File: src/rtl/cpu_defs.sv
// Shared definitions for the single-cycle MIPS datapath PC stage:
// next-PC operation encodings, PC-stage FSM states and the reset PC default.
package cpu_defs;

  localparam logic [2:0] PC_SEQ  = 3'b000;
  localparam logic [2:0] PC_BEQ  = 3'b001;
  localparam logic [2:0] PC_BNE  = 3'b010;
  localparam logic [2:0] PC_BLTZ = 3'b011;
  localparam logic [2:0] PC_BGEZ = 3'b100;
  localparam logic [2:0] PC_J    = 3'b101;
  localparam logic [2:0] PC_JR   = 3'b110;
  localparam logic [2:0] PC_JAL  = 3'b111;

  localparam logic [31:0] PC_RESET_DFLT = 32'h0000_0000;

  typedef enum logic [1:0] {
    BOOT = 2'b00,
    RUN  = 2'b01,
    HALT = 2'b10
  } pc_state_e;

endpackage

File: src/rtl/pc_unit_next_pc_sel.sv
// next_pc_sel: purely combinational next-PC target computation and selection.
// Ports:
//   pc       in  32  current PC
//   pc_src   in  3   next-PC operation (see cpu_defs)
//   zero     in  1   ALU zero flag
//   sign     in  1   ALU sign flag
//   imm_ext  in  32  sign-extended branch offset in words
//   jaddr    in  26  jump index
//   rs_data  in  32  jr target
//   pc_plus4 out 32  pc + 4 (also the jal link value)
//   next_pc  out 32  selected next PC
module next_pc_sel
  import cpu_defs::*;
(
  input  logic [31:0] pc,
  input  logic [2:0]  pc_src,
  input  logic        zero,
  input  logic        sign,
  input  logic [31:0] imm_ext,
  input  logic [25:0] jaddr,
  input  logic [31:0] rs_data,
  output logic [31:0] pc_plus4,
  output logic [31:0] next_pc
);

  logic [31:0] btgt;
  logic [31:0] jtgt;

  assign pc_plus4 = pc + 32'd4;
  assign btgt     = pc_plus4 + (imm_ext << 2);
  assign jtgt     = {pc_plus4[31:28], jaddr, 2'b00};

  always_comb begin
    next_pc = pc_plus4;
    unique case (pc_src)
      PC_SEQ:  next_pc = pc_plus4;
      PC_BEQ:  next_pc = zero  ? btgt : pc_plus4;
      PC_BNE:  next_pc = !zero ? btgt : pc_plus4;
      PC_BLTZ: next_pc = sign  ? btgt : pc_plus4;
      PC_BGEZ: next_pc = !sign ? btgt : pc_plus4;
      PC_J,
      PC_JAL:  next_pc = jtgt;
      PC_JR:   next_pc = rs_data;
      default: next_pc = pc_plus4;
    endcase
  end

endmodule

File: src/rtl/pc_unit.sv
// pc_unit: program-counter / next-PC stage of the single-cycle MIPS datapath.
// Owns the PC register, the fetch handshake, halt handling and the fetch
// stall timeout.
// Ports:
//   CLK          in  1   clock, rising edge
//   Reset        in  1   synchronous active-low reset
//   PCSrc        in  3   next-PC operation
//   zero, sign   in  1   ALU flags (used only on commit edges)
//   imm_ext      in  32  branch offset in words
//   jaddr        in  26  jump index
//   rs_data      in  32  jr target
//   halt         in  1   decoded halt instruction
//   imem_ready   in  1   instruction word at pc is valid this cycle
//   pc           out 32  registered PC
//   pc_plus4     out 32  pc + 4, combinational
//   fetch_req    out 1   fetch request (RUN state)
//   branch_taken out 1   last committed instruction redirected the PC
//   halted       out 1   in HALT state
//   fetch_err    out 1   sticky: halted by stall timeout or misaligned jr
module pc_unit
  import cpu_defs::*;
#(
  parameter logic [31:0] PC_RESET  = PC_RESET_DFLT,
  parameter int unsigned MAX_STALL = 16
) (
  input  logic        CLK,
  input  logic        Reset,
  input  logic [2:0]  PCSrc,
  input  logic        zero,
  input  logic        sign,
  input  logic [31:0] imm_ext,
  input  logic [25:0] jaddr,
  input  logic [31:0] rs_data,
  input  logic        halt,
  input  logic        imem_ready,
  output logic [31:0] pc,
  output logic [31:0] pc_plus4,
  output logic        fetch_req,
  output logic        branch_taken,
  output logic        halted,
  output logic        fetch_err
);

  localparam logic [7:0] STALL_LAST = 8'(MAX_STALL - 1);

  pc_state_e   state, state_nx;
  logic [31:0] pc_nx;
  logic        bt_nx;
  logic        err_nx;
  logic [7:0]  stall_cnt, stall_nx;
  logic [31:0] next_pc;

  next_pc_sel u_sel (
    .pc       (pc),
    .pc_src   (PCSrc),
    .zero     (zero),
    .sign     (sign),
    .imm_ext  (imm_ext),
    .jaddr    (jaddr),
    .rs_data  (rs_data),
    .pc_plus4 (pc_plus4),
    .next_pc  (next_pc)
  );

  always_comb begin
    state_nx = state;
    pc_nx    = pc;
    bt_nx    = branch_taken;
    err_nx   = fetch_err;
    stall_nx = stall_cnt;
    unique case (state)
      BOOT: state_nx = RUN;
      RUN: begin
        if (imem_ready) begin
          stall_nx = '0;
          // halt outranks PCSrc; a misaligned jr halts without moving pc
          if (halt) begin
            state_nx = HALT;
          end else if (PCSrc == PC_JR && rs_data[1:0] != 2'b00) begin
            state_nx = HALT;
            err_nx   = 1'b1;
          end else begin
            pc_nx = next_pc;
            bt_nx = (next_pc != pc_plus4);
          end
        end else begin
          stall_nx = stall_cnt + 8'd1;
          if (stall_cnt == STALL_LAST) begin
            state_nx = HALT;
            err_nx   = 1'b1;
          end
        end
      end
      HALT: state_nx = HALT;
      default: state_nx = BOOT;
    endcase
  end

  always_ff @(posedge CLK) begin
    if (!Reset) begin
      state        <= BOOT;
      pc           <= PC_RESET;
      branch_taken <= 1'b0;
      fetch_err    <= 1'b0;
      stall_cnt    <= '0;
    end else begin
      state        <= state_nx;
      pc           <= pc_nx;
      branch_taken <= bt_nx;
      fetch_err    <= err_nx;
      stall_cnt    <= stall_nx;
    end
  end

  assign fetch_req = (state == RUN);
  assign halted    = (state == HALT);

endmodule

File: config.mk
export PLATFORM = sky130hd
export DESIGN_NAME = pc_unit
export DESIGN_NICKNAME = d
export VERILOG_FILES = /design/src/rtl/cpu_defs.sv /design/src/rtl/pc_unit_next_pc_sel.sv /design/src/rtl/pc_unit.sv
export SDC_FILE = /design/constraint.sdc
export NUM_CORES = 1
export LEC_CHECK = 0
export ABC_AREA = 1
export BUFFER_PORTS_ARGS = -buffer_cell sky130_fd_sc_hd__buf_2
export CORE_MARGIN = 2
export CORE_UTILIZATION = 50
export CTS_BUF_LIST = sky130_fd_sc_hd__clkbuf_4
export CTS_CLUSTER_DIAMETER = 80
export CTS_CLUSTER_SIZE = 12
export DETAILED_ROUTE_END_ITERATION = 8
export PLACE_DENSITY = 0.75
export SLEW_MARGIN = 0
export SYNTH_ARGS = -nofsm -noshare
export SYNTH_HDL_FRONTEND = slang
export SYNTH_SLANG_ARGS = --single-unit
File: constraint.sdc
create_clock -name CLK -period 4 [get_ports CLK]
set_input_delay 0.4 -clock CLK [delete_from_list [all_inputs] [get_ports CLK]]
set_output_delay 0.4 -clock CLK [all_outputs]
set_load 0.05 [all_outputs]
After elaboration in Yosys (flattened, before gate mapping)
Index checks and enable logic that the tools add are counted.

cells by class
  reduce and logical (&&, ||, !) cells = 9
  bitwise logic cells = 2
  $add $sub $neg = 3
  eq/ne operators = 15
  mux-type cells = 15

operators with widths
  cell                                                   number
  one-hot mux 32 bit (7 select lines)                    1
  2-to-1 mux 32 bit                                      4
  adder 32 x 3 -> 32 bit, second input constant          1
  adder 32 bit                                           1
  inequality test 32 bit                                 1
  == test 3 bit, second input constant                   4
  adder 8 x 1 -> 8 bit, second input constant            1
  == test 8 x 4 -> 1 bit, second input constant          1
  2-to-1 mux 2 bit                                       4
  2-to-1 mux 8 bit                                       1
  AND reduction 4 bit                                    2
  == test 3 x 2 -> 1 bit, second input constant          2
  one-hot mux 2 bit (3 select lines)                     1
  2-to-1 mux 1 bit                                       4
  inequality test 4 x 3 -> 1 bit, second input constant  1
  nonzero test 2 bit                                     2
  == test 3 x 1 -> 1 bit, second input constant          1
  zero test 3 bit                                        1
  inequality test 3 x 2 -> 1 bit, second input constant  1
  == test 2 x 1 -> 1 bit, second input constant          1
  == test 2 bit, second input constant                   1
  zero test 2 bit                                        1
  inequality test 2 x 1 -> 1 bit, second input constant  1
  inequality test 2 bit, second input constant           1
  4 further kinds                                        5

storage, ports and cells
  output and inout port bits = 68
  register bits after elaboration = 44
  logic and storage cells = 49
  input bits = 99

Depth between registers and ports, before layout
  depth in word-level cells = 6
  mapped depth = 28
  gate-level depth less buffers = 28

Cells and area by module
Synthesis repeated with hierarchy kept, for this count alone.

unflattened totals
  cells, all modules = 1058
  area, all modules = 6044.5 µm²

by module, submodules not included
  module       seq. area each (µm²)  cells each  area an instance (µm²)  instances
  next_pc_sel  0.0                   715         3718.6                  1
  pc_unit      880.8                 343         2326.0                  1

Worst setup path after synthesis
OpenSTA, ideal clock, no wires.

  kind = flip-flop to flip-flop
  start = reg pc[2]
  end = reg branch_taken
  data required time = 3.882 ns
  period minus slack after synthesis = 4.174 ns
  setup slack = -0.174 ns
  arrival = 4.056 ns
  cell stages (with the launch flop) = 22
  path buffers = 0
  library setup time = 0.118 ns
  path through = dfxtp_1 ha_1 nand2_1 nor2_1 nand2_1 xor2_1 ha_1 nand2_1 inv_1 a21oi_1 nand3_1 or2_2 nand3_1 nand2_1 nand2_1 nand2_1 nor2_1 nand3_1 nor2_1 nand3_1 nor2_1 nor2_1

on the way
  word-level cells in the longest chain between the ends = 5
  elaborated cells on any way between the ends = 8
  those cells by class = add/sub (2); eq/ne (1); mux (5)

ends and longest elaborated chain
  element                                      RTL line                   text
  start, declared                              pc_unit.sv:36              output logic [31:0] pc,
  start signal, assigned                       pc_unit.sv:108             pc <= pc_nx;
  adder 32 x 3 -> 32 bit *                     pc_unit_next_pc_sel.sv:29  assign pc_plus4 = pc + 32'd4;
  net pc_plus4[10]                             pc_unit.sv:37              output logic [31:0] pc_plus4,
  adder 32 bit                                 pc_unit_next_pc_sel.sv:30  assign btgt = pc_plus4 + (imm_ext << 2);
  2-to-1 mux 32 bit, on equally long branches  n/a
  one-hot mux 32 bit (7 select lines)          pc_unit_next_pc_sel.sv:35  unique case (pc_src)
  inequality test 32 bit *                     pc_unit.sv:84              bt_nx = (next_pc != pc_plus4);
  end signal, assigned                         pc_unit.sv:109             branch_taken <= bt_nx;
  end, declared                                pc_unit.sv:39              output logic branch_taken,

The timed path passes the listed nets; every way through them passes the cells marked *.
A chain may end at the register's enable or synchronous reset.

Worst setup path after layout
  start = reg pc[5]
  end = reg branch_taken

on the way
  word-level cells in the longest chain between the ends = 5
  elaborated cells on any way between the ends = 8
  those cells by class = add/sub (2); eq/ne (1); mux (5)

ends and longest elaborated chain
  element                                      RTL line
  adder 32 x 3 -> 32 bit *                     pc_unit_next_pc_sel.sv:29
  adder 32 bit                                 pc_unit_next_pc_sel.sv:30
  2-to-1 mux 32 bit, on equally long branches  n/a
  one-hot mux 32 bit (7 select lines)          pc_unit_next_pc_sel.sv:35
  inequality test 32 bit *                     pc_unit.sv:84

Mark *: on every way between the ends. The rest lies on a longest branch, timed or not.

==> impl_metrics.csv <==
group,metric,value,unit
outcome,status,"finished, final reports clean",
global_routing,grt_usage,33.63,%
critical_path,worstPathRequired,4270,ps
clock_tree,root_buffer,"clkbuf_4",
clock_tree,cts_hold_buf,0,
sta,fmax,275.3,MHz
critical_path,cpMaxStageDelayCell,"dfxtp_1",
critical_path,worst_r2r_path_depth,25,
clock_tree,clkTransAtPathRegs,140,ps
detailed_routing,remaining_drc_errors,0,
floorplanning,initial_utilization,51.22,%
sta,slew_headroom,22.27,%
placed_design,dp_hpwl,20860,um
detailed_routing,met1_length,10480,um
floorplanning,rows,42,
placed_design,gp_congestion,1.018,
sta,fin_crit,3632,ps
placed_design,portBuffers,164,
critical_path,regToRegEndpoint,"branch_taken$_SDFFE_PN0P_",
detailed_routing,drtPass1Iterations,7,
synth,synth.distinct_cells,40,
power_and_ir_drop,vdd_drop_max,213.0,uV
synth,syn_area_per_cell,5.207,um^2
power_and_ir_drop,p_int,1.092,mW
sta,finalHoldViolCount,0,
clock_tree,cts_resized,0,
detailed_routing,vias_per_cell,5.329,
floorplanning,die_x,120.7,um
placed_design,place_inst,1667,
power_and_ir_drop,p_leak,4.816,nW
critical_path,r2r_start,"pc[5]$_SDFFE_PN0P_",
detailed_routing,num_vias,8926,
clock_tree,clock_latency,380,ps
clock_tree,cts_tree,"yes",
synth,seq_area_frac_synth,12.93,%
cells_and_area,fill_cells,1419,
floorplanning,die_h,120.7,um
cells_and_area,final_cell_mix,"nand2_1, inv_1, buf_2, nand3_1, nor2_1",
clock_tree,numCtsBuffers,5,
global_routing,grt_pass1_wl,38640,um
synth,synth-main-ff-cell,"dfxtp_1",
critical_path,start_kind,"flop",
detailed_routing,wl_per_cell,15.00,um
power_and_ir_drop,p_comb_share,65.3,%
sta,hold_slack,369.1,ps
global_routing,antenna_found_initial,0,
critical_path,cpPeakStageDelay,390,ps
clock_tree,clock-sinks,44,
cells_and_area,area_growth,20.65,%
critical_path,endpoint,"branch_taken$_SDFFE_PN0P_",
synth,synth-seq-cells,44,
cells_and_area,mostFrequentLayoutCell,"nand2_1",
synth,synth_area,6810,um^2
detailed_routing,dr.max_layer_used,"met4",
critical_path,cp_common_cell,"nand2_1",
cells_and_area,seqCellArea,893.4,um^2
hold_path,hold_class,"primary input to flop",
critical_path,startpoint,"pc[5]$_SDFFE_PN0P_",
detailed_routing,ant_nets,0,
cells_and_area,stdcell_count,1675,
cells_and_area,drive_above_1_share,18.01,%
sta,timing.final.crit_share,90.81,%
cells_and_area,num_antenna_cells,0,
detailed_routing,drt_iter0_drc,737,
detailed_routing,wirelength,25130,um
critical_path,endpoint_kind,"flop",
clock_tree,htree_levels,2,
power_and_ir_drop,p_seq_share,22.8,%
synth,yosysWarnings,0,
critical_path,critPathArrivalTime,3900,ps
floorplanning,dieArea,14570,um^2
floorplanning,ios,167,
run,drv_cap,0,
critical_path,worstSetupPathType,"flop to flop",
power_and_ir_drop,p_per_area,294.3,nW/um^2
detailed_routing,dr_wl_met3,2048,um
critical_path,path_max_fanout,4,
power_and_ir_drop,p_switching,1.326,mW
synth,synth_edf_count,0,
clock_tree,post_cts_buffers,0,
critical_path,cp_top_family,"simple AND/OR/NAND/NOR gates",
global_routing,grt_pass1_vias,7771,
critical_path,crit_cells,25,
cells_and_area,multi_input_area,4900,um^2
global_routing,gr-total-overflow,0,
power_and_ir_drop,switching_share,54.83,%
critical_path,worst-path-buf-inv,3,
detailed_routing,met2_length,11330,um
critical_path,r2r_slack,370,ps
synth,synth_cells,1308,
sta,fin_worst_skew,15.45,ps
cells_and_area,nets,1637,
sta,setup_viol,0,
synth,syn-num-nets,1447,
clock_tree,clk_path_buf_depth,2,
global_routing,grt_max_degree,41,
sta,slew_violations,0,
sta,tightest_slew,1165,ps
power_and_ir_drop,clockPowerShare,11.9,%
synth,synthArstFlopShare,0,%
floorplanning,core_area,13300,um^2
## how the worst min path moves through the flow
stage                                   start                         to  slack [ps]  cells past startpoint
floorplan           stall_cnt[3]$_SDFFE_PN0P_  stall_cnt[3]$_SDFFE_PN0P_         460                      2
CTS                                imem_ready  stall_cnt[1]$_SDFFE_PN0P_         360                      4
global route                       imem_ready  stall_cnt[1]$_SDFFE_PN0P_         400                      4
finish                             imem_ready  stall_cnt[1]$_SDFFE_PN0P_         370                      4
detailed placement     fetch_err$_SDFFE_PN0P_     fetch_err$_SDFFE_PN0P_         460                      2
global placement       fetch_err$_SDFFE_PN0P_     fetch_err$_SDFFE_PN0P_         460                      2
## metal layers
| layer | vias to the layer above | track usage [%] |
|---|---|---|
| met1 | 3888 | 43.14 |
| met2 | 434 | 55.97 |
| met3 | 75 | 4.434 |
| met4 | 0 | 15.26 |
| li1 | 4529 | - |
| met5 | - | 0 |
## cells by family (layout without fill, tap and decap cells)
group                      Yosys count  in the layout  share of synthesized area [%]
DFF                                 44             44                          12.93
xor gates and xnor gates            11             11                          1.415
AOI/OAI and AO/OA                  155            155                          13.45
adders and majority gates           40             40                          7.459
buffers and inverters              285            476                          16.22
and+or+nand+nor                    773            773                          48.52
## flip-flops by register name, indices dropped and copies added (netlist names)
register / cells
state: 2
pc: 32
branch_taken: 1
fetch_err: 1
stall_cnt: 8
## cells in the mapped netlist (2+ instances only)
library cell	number	area share (%)
o211ai_1	7	0.77
nor2_4	2	0.33
dfxtp_1	44	13
a221oi_1	12	1.5
inv_1	252	14
nand2_1	435	24
a211oi_1	4	0.44
xnor2_1	3	0.39
o31ai_1	4	0.44
or2_2	2	0.18
buf_6	2	0.33
clkbuf_1	9	0.50
xor2_1	8	1.0
o21bai_1	2	0.22
nand3b_1	11	1.2
nor3b_1	2	0.22
a21oi_1	57	4.2
ha_1	39	7.2
nor3_2	2	0.29
o21ai_0	50	3.7
nor2_1	124	6.8
a22o_1	12	1.5
o21ai_1	4	0.29
buf_2	10	0.73
buf_4	2	0.22
nor2_2	9	0.83
nand4_1	30	2.8
nand3_1	124	9.1
nand3_2	3	0.44
nand2_2	5	0.46
nor3_1	22	1.6
inv_2	8	0.44
## power groups by stage
stage / Sequential, mW / Combinational [mW] / Clock (mW)
6_report: 0.552 / 1.58 / 0.288
5_1_grt: 0.561 / 1.73 / 0.305
4_1_cts: 0.547 / 1.56 / 0.289
3_5_place_dp: 0.556 / 1.55 / 0
3_3_place_gp: 0.556 / 1.53 / 0
2_1_floorplan: 0.680 / 0.959 / 0
## stage by stage
step	area (um^2)	TNS (ps)	power [mW]	utilization, %	setup WS (ps)
5_1_grt	8217	-11.74	2.598	61.80	-11.74
6_report	8217	0	2.418	61.80	367.8
3_3_place_gp	8079	0	2.082	60.77	369.2
4_1_cts	8159	0	2.392	61.37	291.0
2_1_floorplan	6840	0	1.639	-	26.41
3_5_place_dp	8079	0	2.104	60.77	350.3
## worst reg2reg max path: stages (launching register included)
cell and delay, ps:
dfxtp_1 390, nand2_1 100, nor2_2 170, nand2_1 100, nor2_2 120, nand2_1 120
nor2_1 150, nand3_1 140, xor2_2 270, inv_2 70, ha_1 330, inv_1 90
nor3_1 240, inv_1 90, nor3_1 190, nand2_1 80, nand2_1 60, nand2_1 60
nand3_1 100, nand2_1 90, nand3_1 70, nand3_1 80, nor2_1 120, nand3_1 100
nor2_2 130, nor2_1 50
## final cells by class
class	count	share of cell area (%)
clock inverters	3	0.5177
multi-input cells	979	59.63
well taps	176	2.680
repair buffers	207	13.92
flip-flops and latches	44	10.87
clock buffers	5	0.4568
inverters	261	11.92
Power figures use the tool's default switching activity.
